--- src/rtl/uart_rx_gen.sv ---
// rtl/uart_rx_gen.sv - parametrised 16x-oversampled UART receiver; define UART_RX_BREAK_DET_EN for break_det
module uart_rx_gen #(
  parameter int FREQ      = 100000000,
  parameter int BAUDRATE  = 9600,
  parameter int DATA_BITS = 8,
  parameter int PARITY    = 0,
  parameter int STOP_BITS = 1
) (
  input  logic                 clk,
  input  logic                 reset,
  input  logic                 RX_Serial,
  output logic [DATA_BITS-1:0] rx_data,
  output logic                 rx_valid,
  output logic                 frame_err,
  output logic                 parity_err,
`ifdef UART_RX_BREAK_DET_EN
  output logic                 break_det,
`endif
  output logic                 busy
);

  localparam int DIV_OS = FREQ / (BAUDRATE * 16);
  localparam int TW     = $clog2(DIV_OS) + 1;

  generate
    if (DIV_OS < 1) begin : g_div_check
      $error("uart_rx_gen: FREQ/(BAUDRATE*16) must be at least 1");
    end
    if (DATA_BITS < 5 || DATA_BITS > 9) begin : g_db_check
      $error("uart_rx_gen: DATA_BITS must be 5..9");
    end
    if (PARITY < 0 || PARITY > 2) begin : g_par_check
      $error("uart_rx_gen: PARITY must be 0, 1 or 2");
    end
    if (STOP_BITS < 1 || STOP_BITS > 2) begin : g_stop_check
      $error("uart_rx_gen: STOP_BITS must be 1 or 2");
    end
  endgenerate

  typedef enum logic [2:0] {
    S_IDLE,
    S_START,
    S_DATA,
    S_PAR,
    S_STOP
`ifdef UART_RX_BREAK_DET_EN
    , S_BREAK
`endif
  } state_t;

  state_t                 state;
  logic                   sync1;
  logic                   rx_s;
  logic [TW-1:0]          tick_cnt;
  logic                   tick;
  logic [3:0]             samp_cnt;
  logic                   s7;
  logic                   s8;
  logic                   vote;
  logic                   decide;
  logic                   advance;
  logic [3:0]             bit_idx;
  logic [DATA_BITS-1:0]   shreg;
  logic                   dxor;
  logic                   perr;
  logic                   ferr;
  logic                   all_zero;
  logic                   ferr_nx;
  logic                   zero_nx;
`ifdef UART_RX_BREAK_DET_EN
  logic [3:0]             hi_cnt;
`endif

  always_ff @(posedge clk) begin
    if (reset) begin
      sync1 <= 1'b1;
      rx_s  <= 1'b1;
    end else begin
      sync1 <= RX_Serial;
      rx_s  <= sync1;
    end
  end

  // Held at zero in IDLE so the first tick after a start edge is a full period away.
  assign tick = (tick_cnt == TW'(DIV_OS - 1));

  always_ff @(posedge clk) begin
    if (reset || state == S_IDLE || tick) begin
      tick_cnt <= '0;
    end else begin
      tick_cnt <= tick_cnt + 1'b1;
    end
  end

  assign vote    = (s7 & s8) | (s7 & rx_s) | (s8 & rx_s);
  assign decide  = tick && (samp_cnt == 4'd9);
  assign advance = tick && (samp_cnt == 4'd15);
  assign ferr_nx = ferr | ~vote;
  assign zero_nx = all_zero & ~vote;
  assign busy    = (state != S_IDLE);

  always_ff @(posedge clk) begin
    if (reset) begin
      state      <= S_IDLE;
      samp_cnt   <= 4'd0;
      s7         <= 1'b1;
      s8         <= 1'b1;
      bit_idx    <= 4'd0;
      shreg      <= '0;
      dxor       <= 1'b0;
      perr       <= 1'b0;
      ferr       <= 1'b0;
      all_zero   <= 1'b1;
      rx_data    <= '0;
      rx_valid   <= 1'b0;
      frame_err  <= 1'b0;
      parity_err <= 1'b0;
`ifdef UART_RX_BREAK_DET_EN
      break_det  <= 1'b0;
      hi_cnt     <= 4'd0;
`endif
    end else begin
      rx_valid <= 1'b0;
`ifdef UART_RX_BREAK_DET_EN
      break_det <= 1'b0;
`endif
      if (tick) begin
        samp_cnt <= samp_cnt + 4'd1;
        if (samp_cnt == 4'd7) s7 <= rx_s;
        if (samp_cnt == 4'd8) s8 <= rx_s;
      end

      case (state)
        S_IDLE: begin
          samp_cnt <= 4'd0;
          if (!rx_s) begin
            state    <= S_START;
            bit_idx  <= 4'd0;
            dxor     <= 1'b0;
            perr     <= 1'b0;
            ferr     <= 1'b0;
            all_zero <= 1'b1;
          end
        end

        S_START: begin
          if (decide && vote) begin
            state <= S_IDLE;
          end else if (advance) begin
            state   <= S_DATA;
            bit_idx <= 4'd0;
          end
        end

        S_DATA: begin
          if (decide) begin
            shreg <= {vote, shreg[DATA_BITS-1:1]};
            dxor  <= dxor ^ vote;
            if (vote) all_zero <= 1'b0;
          end
          if (advance) begin
            if (bit_idx == 4'(DATA_BITS - 1)) begin
              bit_idx <= 4'd0;
              state   <= (PARITY != 0) ? S_PAR : S_STOP;
            end else begin
              bit_idx <= bit_idx + 4'd1;
            end
          end
        end

        S_PAR: begin
          if (decide) begin
            perr <= (PARITY == 1) ? ~(dxor ^ vote) : (dxor ^ vote);
            if (vote) all_zero <= 1'b0;
          end
          if (advance) begin
            state   <= S_STOP;
            bit_idx <= 4'd0;
          end
        end

        S_STOP: begin
          if (decide) begin
            if (bit_idx == 4'(STOP_BITS - 1)) begin
              // Return at mid-bit so a following start edge is never missed.
`ifdef UART_RX_BREAK_DET_EN
              if (zero_nx) begin
                state     <= S_BREAK;
                hi_cnt    <= 4'd0;
                break_det <= 1'b1;
              end else begin
                state      <= S_IDLE;
                rx_data    <= shreg;
                frame_err  <= ferr_nx;
                parity_err <= perr;
                rx_valid   <= 1'b1;
              end
`else
              state      <= S_IDLE;
              rx_data    <= shreg;
              frame_err  <= ferr_nx;
              parity_err <= perr;
              rx_valid   <= 1'b1;
`endif
            end else begin
              ferr     <= ferr_nx;
              all_zero <= zero_nx;
            end
          end else if (advance) begin
            bit_idx <= bit_idx + 4'd1;
          end
        end

`ifdef UART_RX_BREAK_DET_EN
        S_BREAK: begin
          if (tick) begin
            if (!rx_s) begin
              hi_cnt <= 4'd0;
            end else if (hi_cnt == 4'd15) begin
              state <= S_IDLE;
            end else begin
              hi_cnt <= hi_cnt + 4'd1;
            end
          end
        end
`endif

        default: state <= S_IDLE;
      endcase
    end
  end

endmodule

--- config.mk ---
export PLATFORM = sky130hd
export DESIGN_NAME = uart_rx_gen
export DESIGN_NICKNAME = d
export VERILOG_FILES = /design/src/rtl/uart_rx_gen.sv
export SDC_FILE = /design/constraint.sdc
export NUM_CORES = 1
export LEC_CHECK = 0
export ABC_AREA = 1
export BUFFER_PORTS_ARGS = -buffer_cell sky130_fd_sc_hd__buf_2
export CAP_MARGIN = 20
export CORE_UTILIZATION = 50
export DETAILED_ROUTE_END_ITERATION = 12
export GPL_ROUTABILITY_DRIVEN = 0
export PLACE_DENSITY = 0.73
export SLEW_MARGIN = 0
export SYNTH_ARGS = -nofsm -noshare
export SYNTH_HDL_FRONTEND = slang
export SYNTH_SLANG_ARGS = --single-unit
export TNS_END_PERCENT = 20
--- constraint.sdc ---
create_clock -name clk -period 2.1 [get_ports clk]
set_input_delay 0.21 -clock clk [delete_from_list [all_inputs] [get_ports clk]]
set_output_delay 0.21 -clock clk [all_outputs]
set_load 0.005 [all_outputs]
# --- Yosys cells after proc, flatten, opt, wreduce, memory -nomap -nowiden ---
# Index checks and enable logic that the tools add are counted.
op_classes:
  add_sub_neg: 3
  n_eq_ne: 23
  muxes: 25
  bitwise: 10
  reduce_logical: 23
op_table:
  columns: ["operator", "n"]
  rows:
  - ["4-bit two-way mux", 7]
  - ["3-bit two-way mux", 8]
  - ["2-bit != test (second input constant)", 12]
  - ["4-bit case mux with 5 select lines", 1]
  - ["3-bit case mux with 5 select lines", 1]
  - ["4-bit equality test (second input constant)", 3]
  - ["11-bit by 1-bit adder with 11-bit output (second input constant)", 1]
  - ["11-bit by 10-bit equality test with 1-bit output (second input constant)", 1]
  - ["3-bit AND reduction", 3]
  - ["4-bit by 1-bit adder with 4-bit output (second input constant)", 2]
  - ["4-bit by 3-bit equality test with 1-bit output (second input constant)", 2]
  - ["7-bit AND reduction", 1]
  - ["3-bit by 2-bit equality test with 1-bit output (second input constant)", 2]
  - ["1-bit case mux with 2 select lines", 3]
  - ["2-bit AND reduction", 3]
  - ["6-bit AND reduction", 1]
  - ["2-bit nonzero test", 3]
  - ["1-bit two-way mux", 5]
  - ["5-bit nonzero test", 1]
  - ["4-bit zero test", 1]
  - ["4-bit AND reduction", 1]
  - ["1-bit AND", 3]
  - ["3-bit by 1-bit equality test with 1-bit output (second input constant)", 1]
  - ["3-bit equality test (second input constant)", 1]
  - ["other kinds (10)", 17]
word_totals:
  regBits: 48
  input_bits: 3
  output_inout_bits: 12
  elab_cells: 100

# --- Longest topological paths before layout ---
depth:
  ltp_word: 8
  depth_mapped: 12
  depth_no_buf: 12

# --- Least setup slack after synthesis ---
# No wires, ideal clock.
synth_path:
  path_type: "register to register"
  from: "register tick_cnt[0]"
  to: "register rx_data[5]"
  setup_ps: 66
  arrival_time_ps: 1507
  required_time_ps: 2034
  setup_slack_ps: 527
  stages_incl_launch_ff: 10
  n_path_buf: 1
  synth_period_minus_slack_ps: 1573
  path_cell_list: "dfxtp_1 > inv_1 > ha_1 > nand2_1 > nor2_1 > nand2_2 > nor4_4 > buf_6 > o21ai_2 > a21oi_2"
synth_via:
  elab_chain_cells: 3
synth_lines:
  columns: ["element", "line_no", "rtl"]
  rows:
  - ["start, declared", "54", "logic [TW-1:0] tick_cnt;"]
  - ["start signal, assigned", "91", "tick_cnt <= tick_cnt + 1'b1;"]
  - ["11-bit by 10-bit equality test with 1-bit output", "85", "assign tick = (tick_cnt == TW'(DIV_OS - 1));"]
  - ["1-bit logical AND", "96", "assign decide = tick && (samp_cnt == 4'd9);"]
  - ["3-bit AND reduction (no source line)", null, null]
  - ["end signal, assigned", "200", "rx_data <= shreg;"]
  - ["end, declared", "12", "output logic [DATA_BITS-1:0] rx_data,"]
# No other way between the ends.
# A chain may end at the register's enable or synchronous reset.

# --- Worst setup path after layout ---
layout_path:
  from: "register tick_cnt[0]"
  to: "register dxor"
layout_via:
  elab_chain_cells: 4
layout_lines:
  columns: ["element", "line_no", "rtl"]
  rows:
  - ["11-bit by 10-bit equality test with 1-bit output", "85", null]
  - ["1-bit logical AND", "96", null]
  - ["2-bit != test (no source line)", null, null]
  - ["3-bit AND reduction (no source line)", null, null]
  - ["end signal, assigned", "158", "dxor <= dxor ^ vote;"]
  - ["end, declared", "64", "logic dxor;"]
# No other way between the ends.

==> results <==
- The critical path start-end classification is flop to flop.
- Traced cell by cell, the critical path runs through inv_1 -> ha_1 -> nand2_1 -> nor2_1 -> nand2_2 -> nor2_2 -> nand2_2 -> a21oi_1 -> nand2_1 -> o21ai_0 -> nor2_1.
- The routed layout has 1919 vias.
- The fill cell instance count of the final layout is 413.
- The area share of xor/xnor cells in the synthesized design is 1.16%.
- The final wirelength is 4.13 mm.
- The hold buffer count at CTS is 0.
- Detailed routing placed a total of 1.80 mm of wire on met2.
- The number of setup buffers added after CTS is 0.
- The count of flip-flops with a built-in enable after synthesis is 0.
- The worst register-to-register path has a setup slack of 0.25 ns.
- The total clock buffers created by CTS is 5.
- Setup violations remaining at the end of the flow were counted as 0.
- Using the TritonRoute via totals, the vias-per-cell ratio works out to 5.10.
- Setup repair after global routing left no endpoint under its margin.
- The area of the core is 4350 um^2.
- The number of pins exceeding their max-slew limit in the final report is 0.
- For this run, the slowest stage of the critical path takes 0.35 ns.
- The post-route clock skew is 0.00808 ns.
- The share of synthesized cell area in and, or, nand and nor gates is 29.0%.
- The global-route congestion overflow total is 0.
- The wire length of the first global-routing pass is 7.20 mm.
- The worst register-to-register path ends at dxor.
- Yosys printed 0 warnings.
- The number of port buffers is 14.
- The H-tree depth reported by CTS is 2.
- Setup total negative slack on the finished layout was measured at 0 ns.
- The most common cell after layout, fill and taps aside is sky130_fd_sc_hd__nand2_1.
- For this design the static power due to leakage is 0.00107 uW.
- Before antenna repair, the detailed router went through 4 iterations.
- The highest clock rate is 0.542 GHz.
- The post-synthesis register bit count is 48.
- The worst setup path is captured at a flop.
- The path with the worst hold slack has its endpoint at sync1.
- The portion of the post-synthesis area used by sequential elements is 42.4%.
- The remaining antenna violation count is 0.
- The number of buffers on the longest clock path is 2.
- The cell area after synthesis is 2260 um^2.
- In this run the most critical hold path is launched from RX_Serial.
- For this design the ratio of total power to cell area is 1150 nW/um^2.
- The worst min-delay path category is primary input to flop.
- The flow ran to the end, and the final reports show no timing, DRC or antenna violations.
- Counting cells, the worst reg-to-reg path comes to 11.
- The clock input transition at the sequential cells of the worst setup and hold paths is 0.09 ns.
- The clock reaches the later pin of the worst-skew pair after 0.30 ns.
- After synthesis, the largest family of logic cells by area is simple AND/OR/NAND/NOR gates.
- The critical path data arrival time is 2.04 ns.
- The initial antenna violation count is 0.
- The largest fanout of any net on the critical path is 17.
- The met3 wire length is 126 um.
- The overall track demand over capacity in global routing is 18.6%.
- After synthesis, the share of cell area in mux cells is 0%.
- The die area is 4800 um^2.
- Summing the areas of all compound-gate instances in the mapped netlist gives 15.0% of the synthesized area.
- The launching point of the worst reg2reg path is tick_cnt[0].
- The via count of the first global-routing pass was 1669.
- The synthesized instance count is 306.
- The initial standard-cell utilization of the core is 52.0%.
- The top cell types in the final layout, fill and taps aside, are sky130_fd_sc_hd__nand2_1 (56), sky130_fd_sc_hd__dfxtp_1 (48), sky130_fd_sc_hd__nor2_1 (41).
- 15 I/O pins were placed.
- The total count of hold-check failures in the final report came to 0.
- Relative to the synthesized area, the layout overhead comes to 9.94%.
- The highest layer touched by signal routing is met4.
- For this run, design rule violations remaining after detail routing come to 0.
- The multi-input combinational cells in the finished layout cover a total of 1110 um^2.
- Post-CTS repair changed the size of 0 cells.
- In this run, the number of DRC markers left after iteration 0 of detailed routing was 111.
- Max-cap violations in this run came to 0.
- The worst-case IR drop observed on VDD is 0.599 mV.
- Registers take 961 um^2.
- The clock root buffer is sky130_fd_sc_hd__clkbuf_8.
- The library cell contributing the largest single delay on the critical path is sky130_fd_sc_hd__dfxtp_1.
- Detailed placement finished with a half-perimeter wire length of 2.99 mm.
- In this run the mean area of a mapped cell was 7.40 um^2.
- Synthesis produced a netlist with a net count of 316.
- The cell count of the worst hold path is 2.
- STA classifies the critical path startpoint as a flop.
- The die extent in x is 69.3 um.
- The proportion of register bits with asynchronous set or reset after synthesis is 0%.
- The period utilization is 87.9%.
- At the end of the flow, the number of nets in the layout was 333.
- The detailed-route wire length on metal 1 is 2.12 mm.
- The most used flip-flop cell after synthesis is sky130_fd_sc_hd__dfxtp_1.
- The worst-case headroom to the max-slew limit is 62.2%.
- The number of cells after detailed placement is 368.
- The number of distinct library cell variants in the gate-level netlist after synthesis is 37.
- The repair_antennas step left the layout with diodes totalling 0.
- For this run, the number of standard cells in the final layout without fillers is 376.
- The sink count of the clock tree is 48.
- The required time of the critical path is 2.29 ns.
- TritonCTS built the clock tree.
- Summing the areas of all fa, ha and maj instances in the mapped netlist gives 3.87% of the synthesized area.
- The floorplan has 24 rows.
- The chip height is 69.3 um.
- In the final routed layout, each cell accounts on average for 11.0 um.
- For the pin with the worst max-slew slack, the measured transition is 0.567 ns.
- The shortest clock period the worst path allows after layout is 1.85 ns.
- The fraction of final layout cells sized beyond drive strength 1 is 13.3%.
- Entering global routing, the biggest net connects 21 pins.
## Yosys cell counts (2+ instances only)
master                     count  area [um^2]
sky130_fd_sc_hd__o21ai_0      20          100
sky130_fd_sc_hd__xor2_1        2         17.5
sky130_fd_sc_hd__a211oi_1      7         52.6
sky130_fd_sc_hd__dfxtp_1      48          961
sky130_fd_sc_hd__nand4_1       7         43.8
sky130_fd_sc_hd__nor2_1       41          154
sky130_fd_sc_hd__a21oi_1      26          130
sky130_fd_sc_hd__nand2_2       2         12.5
sky130_fd_sc_hd__nand3_1      15         75.1
sky130_fd_sc_hd__inv_2         3         11.3
sky130_fd_sc_hd__clkbuf_1      3         11.3
sky130_fd_sc_hd__nor3_1        7         35.0
sky130_fd_sc_hd__inv_1        36          135
sky130_fd_sc_hd__ha_1          7         87.6
sky130_fd_sc_hd__nor2_2        3         18.8
sky130_fd_sc_hd__or2_2         3         18.8
sky130_fd_sc_hd__nand2_1      56          210
## routing by layer
layer	global-route usage, %	vias to the layer above
met4	9.52	0
met3	3.63	7
met5	0	-
met2	27.6	19
met1	25.7	858
li1	-	1035
## critical path, delay by kind of cell, from the launching register on
kind,cells,cell delay [ns]
flops,1,0.35
fa+ha+maj,1,0.16
buf+inv,1,0.07
compound gates,2,0.28
simple gates,7,0.89
## sequential cells by signal, indices dropped and copies added, names as in the netlist
name and flops:
dxor 1, s8 1, state 3, ferr 1, s7 1, shreg 8, tick_cnt 11, perr 1
sync1 1, bit_idx 4, samp_cnt 4, rx_valid 1, rx_s 1, frame_err 1, parity_err 1, rx_data 8
## logic make-up after synthesis
logic type	Yosys count
AO/OA/AOI/OAI	60
XOR/XNOR	3
buffers and inverters	46
AND/OR/NAND/NOR	142
flip-flops	48
adder cells (fa/ha/maj)	7
## per-stage QoR
step	hold slack, ns	setup WS (ns)	util (%)	power (uW)	instance area [um^2]
floorplan	0.310	0.527	-	2000	2260
global placement	0.395	0.336	54.5	2180	2370
detailed placement	0.400	0.280	54.5	2200	2370
CTS	0.0833	0.262	57.2	2880	2490
global route	0.0779	0.0813	57.2	3100	2490
finish	0.0916	0.254	57.2	2870	2490
## power by group
group | switching [uW] | internal (uW) | leakage [uW]
combinational | 706 | 377 | 0.000622
clock | 316 | 359 | 0.0000583
sequential | 94.5 | 1010 | 0.000389
## how the worst max path moves through the flow
stage	from	end	depth (start not counted)	slack, ns
3_5_place_dp	tick_cnt[0]	dxor	11	0.28
6_report	tick_cnt[0]	dxor	11	0.25
5_1_grt	tick_cnt[0]	state[1]	12	0.08
4_1_cts	tick_cnt[0]	dxor	11	0.26
3_3_place_gp	tick_cnt[0]	dxor	11	0.34
2_1_floorplan	tick_cnt[0]	rx_data[5]	9	0.53
## final cells by class
type / count / share of cell area, %
multi-input combinational: 212 / 44.6
clock inverter: 3 / 1.91
timing repair buffer: 16 / 3.42
inverter: 40 / 6.13
sequential: 48 / 38.6
clock buffer: 5 / 2.76
tap: 52 / 2.61
Power figures use the tool's default switching activity.
